### config.mk
export PLATFORM = sky130hd
export DESIGN_NAME = mode_pin_conditioner
export DESIGN_NICKNAME = d
export VERILOG_FILES = /design/src/rtl/mode_pin_conditioner.sv
export SDC_FILE = /design/constraint.sdc
export NUM_CORES = 1
export LEC_CHECK = 0
export BUFFER_PORTS_ARGS = -buffer_cell sky130_fd_sc_hd__buf_2
export CORE_MARGIN = 5
export CORE_UTILIZATION = 50
export CTS_CLUSTER_SIZE = 8
export DETAILED_ROUTE_END_ITERATION = 7
export PLACE_DENSITY = 0.71
export SETUP_SLACK_MARGIN = 0.3
export SLEW_MARGIN = 30
export SYNTH_ARGS = -nofsm -noshare
export SYNTH_HDL_FRONTEND = slang
export SYNTH_SLANG_ARGS = --single-unit
### constraint.sdc
create_clock -name internal_clk -period 1.5 [get_ports internal_clk]
set_input_delay 0.45 -clock internal_clk [delete_from_list [all_inputs] [get_ports internal_clk]]
set_output_delay 0.45 -clock internal_clk [all_outputs]
set_load 0.02 [all_outputs]
### src/rtl/mode_pin_conditioner.sv
// Synchronises and jointly debounces the raw M1/M0 mode pins into clean, glitch-free outputs.
// Optional rejected-glitch counter built when MODE_PIN_GLITCH_CNT_EN is defined.
module mode_pin_conditioner #(
  parameter logic [1:0]  DEFAULT_MODE    = 2'd3,
  parameter int unsigned SYNC_STAGES     = 2,
  parameter int unsigned DEBOUNCE_CYCLES = 1000
) (
  input  logic       internal_clk,
  input  logic       rst_n,
  input  logic       M0_pin,
  input  logic       M1_pin,
  output logic       M0,
  output logic       M1,
  output logic       mode_valid,
  output logic       mode_change_pulse
`ifdef MODE_PIN_GLITCH_CNT_EN
  ,
  output logic [7:0] glitch_cnt
`endif
);

  localparam int unsigned      CNT_W    = $clog2(DEBOUNCE_CYCLES) + 1;
  localparam logic [CNT_W-1:0] CNT_LAST = CNT_W'(DEBOUNCE_CYCLES - 1);

  typedef enum logic {
    ST_STABLE   = 1'b0,
    ST_SETTLING = 1'b1
  } state_t;

  logic [SYNC_STAGES-1:0] m0_sync_q, m0_sync_d;
  logic [SYNC_STAGES-1:0] m1_sync_q, m1_sync_d;
  logic [1:0]             sync_code_c;
  state_t                 state_q, state_d;
  logic [1:0]             filt_q, filt_d;
  logic [1:0]             cand_q, cand_d;
  logic [CNT_W-1:0]       cnt_q, cnt_d;
  logic                   mode_valid_q, mode_valid_d;
  logic                   pulse_q, pulse_d;

  // Pin synchronisers: shift in at the LSB, consume the MSB.
  always_comb begin
    m0_sync_d = {m0_sync_q[SYNC_STAGES-2:0], M0_pin};
    m1_sync_d = {m1_sync_q[SYNC_STAGES-2:0], M1_pin};
  end

  assign sync_code_c = {m1_sync_q[SYNC_STAGES-1], m0_sync_q[SYNC_STAGES-1]};

  // Joint debounce of the 2-bit code; a further code change always restarts the count.
  always_comb begin
    state_d      = state_q;
    filt_d       = filt_q;
    cand_d       = cand_q;
    cnt_d        = cnt_q;
    mode_valid_d = mode_valid_q;
    pulse_d      = 1'b0;
    case (state_q)
      ST_STABLE: begin
        if (sync_code_c != filt_q) begin
          state_d      = ST_SETTLING;
          cand_d       = sync_code_c;
          cnt_d        = '0;
          mode_valid_d = 1'b0;
        end else begin
          mode_valid_d = 1'b1;
        end
      end
      ST_SETTLING: begin
        if (sync_code_c == filt_q) begin
          state_d      = ST_STABLE;
          mode_valid_d = 1'b1;
        end else if (sync_code_c != cand_q) begin
          cand_d = sync_code_c;
          cnt_d  = '0;
        end else if (cnt_q == CNT_LAST) begin
          filt_d       = cand_q;
          pulse_d      = 1'b1;
          mode_valid_d = 1'b1;
          state_d      = ST_STABLE;
          cnt_d        = '0;
        end else begin
          cnt_d = cnt_q + CNT_W'(1);
        end
      end
      default: state_d = ST_STABLE;
    endcase
  end

  always_ff @(posedge internal_clk or negedge rst_n) begin
    if (!rst_n) begin
      m0_sync_q    <= {SYNC_STAGES{DEFAULT_MODE[0]}};
      m1_sync_q    <= {SYNC_STAGES{DEFAULT_MODE[1]}};
      state_q      <= ST_STABLE;
      filt_q       <= DEFAULT_MODE;
      cand_q       <= DEFAULT_MODE;
      cnt_q        <= '0;
      mode_valid_q <= 1'b1;
      pulse_q      <= 1'b0;
    end else begin
      m0_sync_q    <= m0_sync_d;
      m1_sync_q    <= m1_sync_d;
      state_q      <= state_d;
      filt_q       <= filt_d;
      cand_q       <= cand_d;
      cnt_q        <= cnt_d;
      mode_valid_q <= mode_valid_d;
      pulse_q      <= pulse_d;
    end
  end

  assign M0                = filt_q[0];
  assign M1                = filt_q[1];
  assign mode_valid        = mode_valid_q;
  assign mode_change_pulse = pulse_q;

`ifdef MODE_PIN_GLITCH_CNT_EN
  logic [7:0] glitch_cnt_q, glitch_cnt_d;

  // Count returns to the filtered code without an accepted update, saturating.
  always_comb begin
    glitch_cnt_d = glitch_cnt_q;
    if ((state_q == ST_SETTLING) && (sync_code_c == filt_q) && (glitch_cnt_q != 8'hFF)) begin
      glitch_cnt_d = glitch_cnt_q + 8'd1;
    end
  end

  always_ff @(posedge internal_clk or negedge rst_n) begin
    if (!rst_n) begin
      glitch_cnt_q <= 8'd0;
    end else begin
      glitch_cnt_q <= glitch_cnt_d;
    end
  end

  assign glitch_cnt = glitch_cnt_q;
`else
  // Glitch counter not built in this configuration.
`endif

endmodule

==> flow_metrics.env, run 1 <==
export IMPL_ys_seq_elements=22
export IMPL_maxSlewViolCount=0
export IMPL_synth_edf_count=0
export IMPL_finalHoldViolCount=0
export IMPL_fin_worst_hold_slack_ns=0.07908
export IMPL_cts_root_buffer_cell="clkbuf_4"
export IMPL_outcome="finished, violations left"
export IMPL_hold_class="input pin to asynchronous set/reset pin"
export IMPL_grt_max_degree=23
export IMPL_fmax_mhz=622.4
export IMPL_finalSetupViolations=14
export IMPL_fin_ws_ns=-0.1066
export IMPL_criticalPathCategory="flop to flop"
export IMPL_top_level_ports=8
export IMPL_dieArea_um2=3156
export IMPL_p_per_area_nw_per_um2=778.4
export IMPL_dr_pass1_iters=4
export IMPL_multiInputGateArea_um2=571.8
export IMPL_antenna_found_initial=0
export IMPL_r2r_start="cnt_q[4]"
export IMPL_fillers=141
export IMPL_synth_area_per_cell_um2=11.34
export IMPL_nNetsFinal=131
export IMPL_place_hpwl_um=1481
export IMPL_drc=0
export IMPL_worstMarginPinSlew_ns=0.4750
export IMPL_die_w_um=56.18
export IMPL_ys_flop_type="dfrtp_1"
export IMPL_tritoncts="built"
export IMPL_worstPathRequired_ns=1.70
export IMPL_rows=16
export IMPL_grt_pass1_wl_um=3712
export IMPL_timing_reg2reg_setup_slack_ns=-0.11
export IMPL_syn_inst=94
export IMPL_netlist_area_leader_share_pct=30.52
export IMPL_ys_warnings_count=0
export IMPL_power_uw=1115
export IMPL_num_vias=797
export IMPL_clock_latency_ns=0.30
export IMPL_r2r_cells=4
export IMPL_n_antenna_cell=0
export IMPL_clk_pin_slew_ns=0.12
export IMPL_fin_crit_ns=1.607
export IMPL_totalWireLength_um=2136
export IMPL_syn_nets=99
export IMPL_slowest_stage="or4_4"
export IMPL_crit_chain="nand4bb_4, or4_4, a21oi_4, nor2_1"
export IMPL_end_kind="flop"
export IMPL_async_reset_ff_share_pct=100.0
export IMPL_drive_gt1_share_pct=47.20
export IMPL_maxCapViolCount=0
export IMPL_crit_family="simple AND/OR/NAND/NOR gates"
export IMPL_finClkSkew_ns=0.007814
export IMPL_core_area_um2=2002
export IMPL_fin_crit_sh_pct=107.1
export IMPL_htree_levels=1
export IMPL_rr_endpoint="cnt_q[3]"
export IMPL_initial_core_util_pct=53.25
export IMPL_routedWlPerCell_um=14.05
export IMPL_ys_seq_area_share_pct=52.70
export IMPL_critPathBufInv=0
export IMPL_cpPeakStageDelay_ns=0.52
export IMPL_ant_nets=0
export IMPL_cts_buffers=3
export IMPL_die_y_um=56.18
export IMPL_via_per_inst=5.243
export IMPL_portBuffers=7
export IMPL_drt_iter0_markers=16
export IMPL_violations="setup timing"
export IMPL_clock_sinks=22
export IMPL_utilization_pct=71.56
export IMPL_crit_arrival_ns=1.81
export IMPL_grt_usage_pct=14.71
export IMPL_ir_drop_uv=694.7
export IMPL_yosys_top_cells_area="dfrtp_1 (31%), dfstp_2 (22%), xor2_1 (5.8%), nand2_1 (4.2%), xor2_2 (3.1%)"
export IMPL_grt_pass1_vias=817
export IMPL_synth_distinct_cells=31
export IMPL_overflow=0
export IMPL_setup_worst_path_start_class="flop"
export IMPL_critPathMaxFanout=7
export IMPL_relSlewSlack_pct=68.33
export IMPL_power_leakage_uw=0.0006027
export IMPL_rsz0062_at_grt="yes"
export IMPL_area_growth_pct=34.39
export IMPL_clock_path_buffers=2
export IMPL_synth_largest_area_cell="dfrtp_1"
export IMPL_gp_congestion=0.7922
export IMPL_ff_latch_area_um2=561.8
export IMPL_synth_area_um2=1066
export IMPL_cts_hold_buf=0
==> report_power, final <==
group          switching, uW  internal, uW  leakage [uW]
sequential              21.8           624      0.000271
clock                    174           148     0.0000210
combinational           80.4          67.1      0.000310
total                    276           839      0.000603
==> timing repair <==
action,in CTS,in global routing
buffers inserted,2,2
pin swaps,2,1
resized for setup,12,3
endpoints found under the setup margin,22,22
==> metal layers <==
layer  vias to the layer above  GRT usage [%]  wire (um)
met5                         -              0          0
met3                         4          2.320         69
met4                         0          3.051         21
met1                       389          20.99       1013
met2                        10          23.54       1031
li1                        394              -          -
==> cells in the final DEF, fill, tap and decap left out, types with 5 or more instances in the layout <==
cell     count
buf_4       20
dfrtp_1     13
nand2_1     12
dfstp_2      9
nor2_1       7
a21oi_1      5
xor2_1       5
buf_6        5
==> logic make-up (layout without fill, tap and decap cells) <==
logic type               Yosys count  after routing  synth area share, %
AO/OA/AOI/OAI                     18             18                11.62
buffers and inverters              3             34                1.409
adder cells (fa/ha/maj)            1              1                1.174
flip-flops                        22             22                52.70
XOR/XNOR                           9              9                8.803
AND/OR/NAND/NOR                   38             38                20.54
multiplexers                       3              3                3.756
==> registers in the layout (all words and copies together), names as in the netlist <==
name / flops
filt_q: 2
state_q: 1
m1_sync_q: 2
mode_valid: 1
cand_q: 2
mode_change_pulse: 1
m0_sync_q: 2
cnt_q: 11
==> per-stage QoR <==
step | setup WS (ns) | TNS, ns | instance area, um2 | instances
after global routing | -0.1692 | -2.051 | 1433 | 152
after detailed placement | -0.1802 | -1.950 | 1297 | 144
final | -0.1066 | -1.136 | 1433 | 152
after floorplan | -0.1503 | -0.5114 | 1112 | 94
after CTS | -0.08635 | -0.8037 | 1404 | 150
after global placement | -0.1157 | -1.281 | 1297 | 144
==> synth_stat cells, types with 2 or more instances <==
| cell type | instances |
|---|---|
| nand2_1 | 12 |
| dfstp_2 | 9 |
| dfrtp_1 | 13 |
| or3_1 | 3 |
| nor2_1 | 8 |
| xor2_2 | 2 |
| nand3_1 | 4 |
| o211ai_1 | 3 |
| xor2_1 | 7 |
| mux2_4 | 2 |
| inv_1 | 2 |
| a21oi_1 | 6 |
| o2111ai_1 | 2 |
| o21ai_0 | 2 |
| o21ai_1 | 3 |
==> worst max path at each step <==
stage,startpoint,to,slack (ns),depth (start not counted)
after global placement,m1_sync_q[1],cnt_q[2],-0.12,4
after floorplan,m1_sync_q[1],filt_q[0],-0.15,4
final,cnt_q[4],cnt_q[3],-0.11,4
after CTS,cnt_q[4],cnt_q[3],-0.09,4
after global routing,m1_sync_q[1],cnt_q[8],-0.17,4
after detailed placement,cnt_q[4],cnt_q[10],-0.18,4
==> area by class of cell <==
class / instances / area share [%]
flip-flops and latches: 22 / 39.21
repair buffers: 28 / 15.46
multi-input cells: 69 / 39.91
well taps: 27 / 2.358
clock buffers: 4 / 2.533
inverters: 2 / 0.5240
No activity file was read; power rests on OpenSTA's default activity.
==> run 2, diff against run 1 <==
--- a/config.mk
+++ b/config.mk
@@ -7,10 +7,9 @@
 export LEC_CHECK = 0
 export BUFFER_PORTS_ARGS = -buffer_cell sky130_fd_sc_hd__buf_2
 export CORE_MARGIN = 5
-export CORE_UTILIZATION = 50
+export CORE_UTILIZATION = 35
 export CTS_CLUSTER_SIZE = 8
 export DETAILED_ROUTE_END_ITERATION = 7
-export PLACE_DENSITY = 0.71
 export SETUP_SLACK_MARGIN = 0.3
 export SLEW_MARGIN = 30
 export SYNTH_ARGS = -nofsm -noshare
==> run 2 against run 1 <==
Against the previous run: the flow still finishes with violations (setup timing); clock skew rose by 0.0027 ns; sequential cell count did not move; combinational power rose by 15%; clock-buffer cell count did not move; routed wire length rose by 10%; core utilization fell by 20 points; first-iteration DRC count fell by 44%; clock power rose by 25%; sequential power barely moved; hold slack got worse by 0.011 ns; largest cell class unchanged; largest power group unchanged.
==> flow_metrics.env, run 2 (synthesis results as in run 1) <==
export IMPL_clk_pin_slew_ns=0.14
export IMPL_finalSetupViolations=14
export IMPL_totalWireLength_um=2358
export IMPL_initial_core_util_pct=35.80
export IMPL_finalHoldViolCount=0
export IMPL_clock_sinks=22
export IMPL_end_kind="flop"
export IMPL_timing_reg2reg_setup_slack_ns=-0.13
export IMPL_clock_latency_ns=0.32
export IMPL_finalSetupTns_ns=-1.250
export IMPL_area_growth_pct=44.95
export IMPL_violations="setup timing"
export IMPL_drive_gt1_share_pct=51.85
export IMPL_clock_path_buffers=2
export IMPL_power_leakage_uw=0.0006548
export IMPL_place_hpwl_um=1593
export IMPL_ff_latch_area_um2=561.8
export IMPL_rows=20
export IMPL_overflow=0
export IMPL_crit_arrival_ns=1.83
export IMPL_n_antenna_cell=0
export IMPL_dr_pass1_iters=4
export IMPL_cts_root_buffer_cell="clkbuf_4"
export IMPL_fmax_mhz=613.1
export IMPL_portBuffers=7
export IMPL_outcome="finished, violations left"
export IMPL_criticalPathCategory="flop to flop"
export IMPL_finClkSkew_ns=0.01052
export IMPL_rr_endpoint="cnt_q[7]"
export IMPL_ant_nets=0
export IMPL_top_level_ports=8
export IMPL_cts_buffers=3
export IMPL_grt_usage_pct=12.58
export IMPL_core_area_um2=2978
export IMPL_nNetsFinal=141
export IMPL_grt_pass1_vias=862
export IMPL_final_common_cell="buf_4"
export IMPL_critPathMaxFanout=7
export IMPL_ir_drop_uv=325.2
export IMPL_relSlewSlack_pct=67.49
export IMPL_utilization_pct=51.89
export IMPL_multiInputGateArea_um2=579.3
export IMPL_routedWlPerCell_um=14.04
export IMPL_fin_crit_ns=1.631
export IMPL_crit_start="cnt_q[4]"
export IMPL_p_per_area_nw_per_um2=788.6
export IMPL_largest_reg_flops=11
export IMPL_tritoncts="built"
export IMPL_dieArea_um2=4250
export IMPL_rsz0062_at_grt="yes"
export IMPL_worstMarginPinSlew_ns=0.4876
export IMPL_worstPathRequired_ns=1.70
export IMPL_gp_congestion=0.8142
export IMPL_final_cell_mix="buf_4 (27), dfrtp_1 (13), nand2_1 (10)"
export IMPL_drt_iter0_markers=9
export IMPL_fillers=278
export IMPL_num_vias=826
export IMPL_fin_ws_ns=-0.1310
export IMPL_drc=0
export IMPL_die_w_um=65.19
export IMPL_regMostFlops="cnt_q"
export IMPL_grt_max_degree=23
export IMPL_antenna_found_initial=0
export IMPL_maxCapViolCount=0
export IMPL_setup_worst_path_start_class="flop"
export IMPL_r2r_start="cnt_q[4]"
export IMPL_via_per_inst=4.917
export IMPL_hold_class="input pin to asynchronous set/reset pin"
export IMPL_endpoint="cnt_q[7]"
export IMPL_place_ws_ns=-0.1836
export IMPL_r2r_cells=4
export IMPL_grt_pass1_wl_um=4077
export IMPL_htree_levels=1
export IMPL_maxSlewViolCount=0
export IMPL_die_y_um=65.19
export IMPL_fin_crit_sh_pct=108.7
run 2: changes by cell type in the layout (fill, tap and decap cells not counted):
cell / delta
o211ai_4: +1
nand2_2: +2
o211ai_2: -1
nor2_1: -1
buf_6: +3
clkbuf_16: +1
clkbuf_8: -1
buf_4: +7
nand3_2: -1
nand2_1: -2
a21oi_2: -1
nor2_2: +1
a21oi_1: +1
nand3_1: +1
run 2: area by class of cell:
| class | count | area share (%) |
|---|---|---|
| Multi-Input combinational cell | 69 | 37.49 |
| Sequential cell | 22 | 36.36 |
| Tap cell | 33 | 2.672 |
| Clock buffer | 4 | 3.077 |
| Inverter | 2 | 0.4858 |
| Timing Repair Buffer | 38 | 19.92 |
run 2: worst min-delay path by stage:
| stage | from | to | slack, ns | cells past startpoint |
|---|---|---|---|---|
| after floorplan | rst_n | cnt_q[0] | 0.15 | 0 |
| after global placement | m0_sync_q[0] | m0_sync_q[1] | 0.35 | 0 |
| after detailed placement | m1_sync_q[0] | m1_sync_q[1] | 0.35 | 0 |
| after CTS | rst_n | cnt_q[0] | 0.09 | 1 |
| after global routing | rst_n | state_q | 0.10 | 1 |
| final | rst_n | state_q | 0.07 | 1 |
run 2: report_power, final:
group / switching, uW / total [uW] / internal (uW)
clock: 200 / 403 / 204
combinational: 87.3 / 170 / 82.5
sequential: 21.9 / 646 / 624
total: 309 / 1220 / 910
run 2: metrics by stage:
step                total power, uW  cell area [um2]  instances  hold slack [ns]
floorplan                     724.5             1112         94           0.1544
global placement              787.9             1320        152           0.3460
detailed placement            791.8             1320        152           0.3506
CTS                            1220             1535        167          0.09282
global route                   1275             1545        168           0.1022
finish                         1219             1545        168          0.06852
run 2: per-layer routing:
metal  GRT usage [%]  up-vias  share of wire (%)
li1                -      414                  -
met1           15.91      407                 45
met2           22.25        3                 53
met3           1.026        2               0.89
met4           4.663        0               0.81
met5               0        -                  0
run 2: repair_timing:
item | in CTS | in global routing
pin swaps | 8 | 5
endpoints found under the setup margin | 22 | 22
resized for setup | 19 | 1
buffers inserted | 11 | 1
hold buffers | 0 | 0
run 2: worst max-delay path, stage by stage, from the launching register on:
cell and delay, ns:
dfrtp_1 0.40, nand4bb_4 0.24, or4_4 0.52, a21oi_4 0.27, nor2_1 0.08
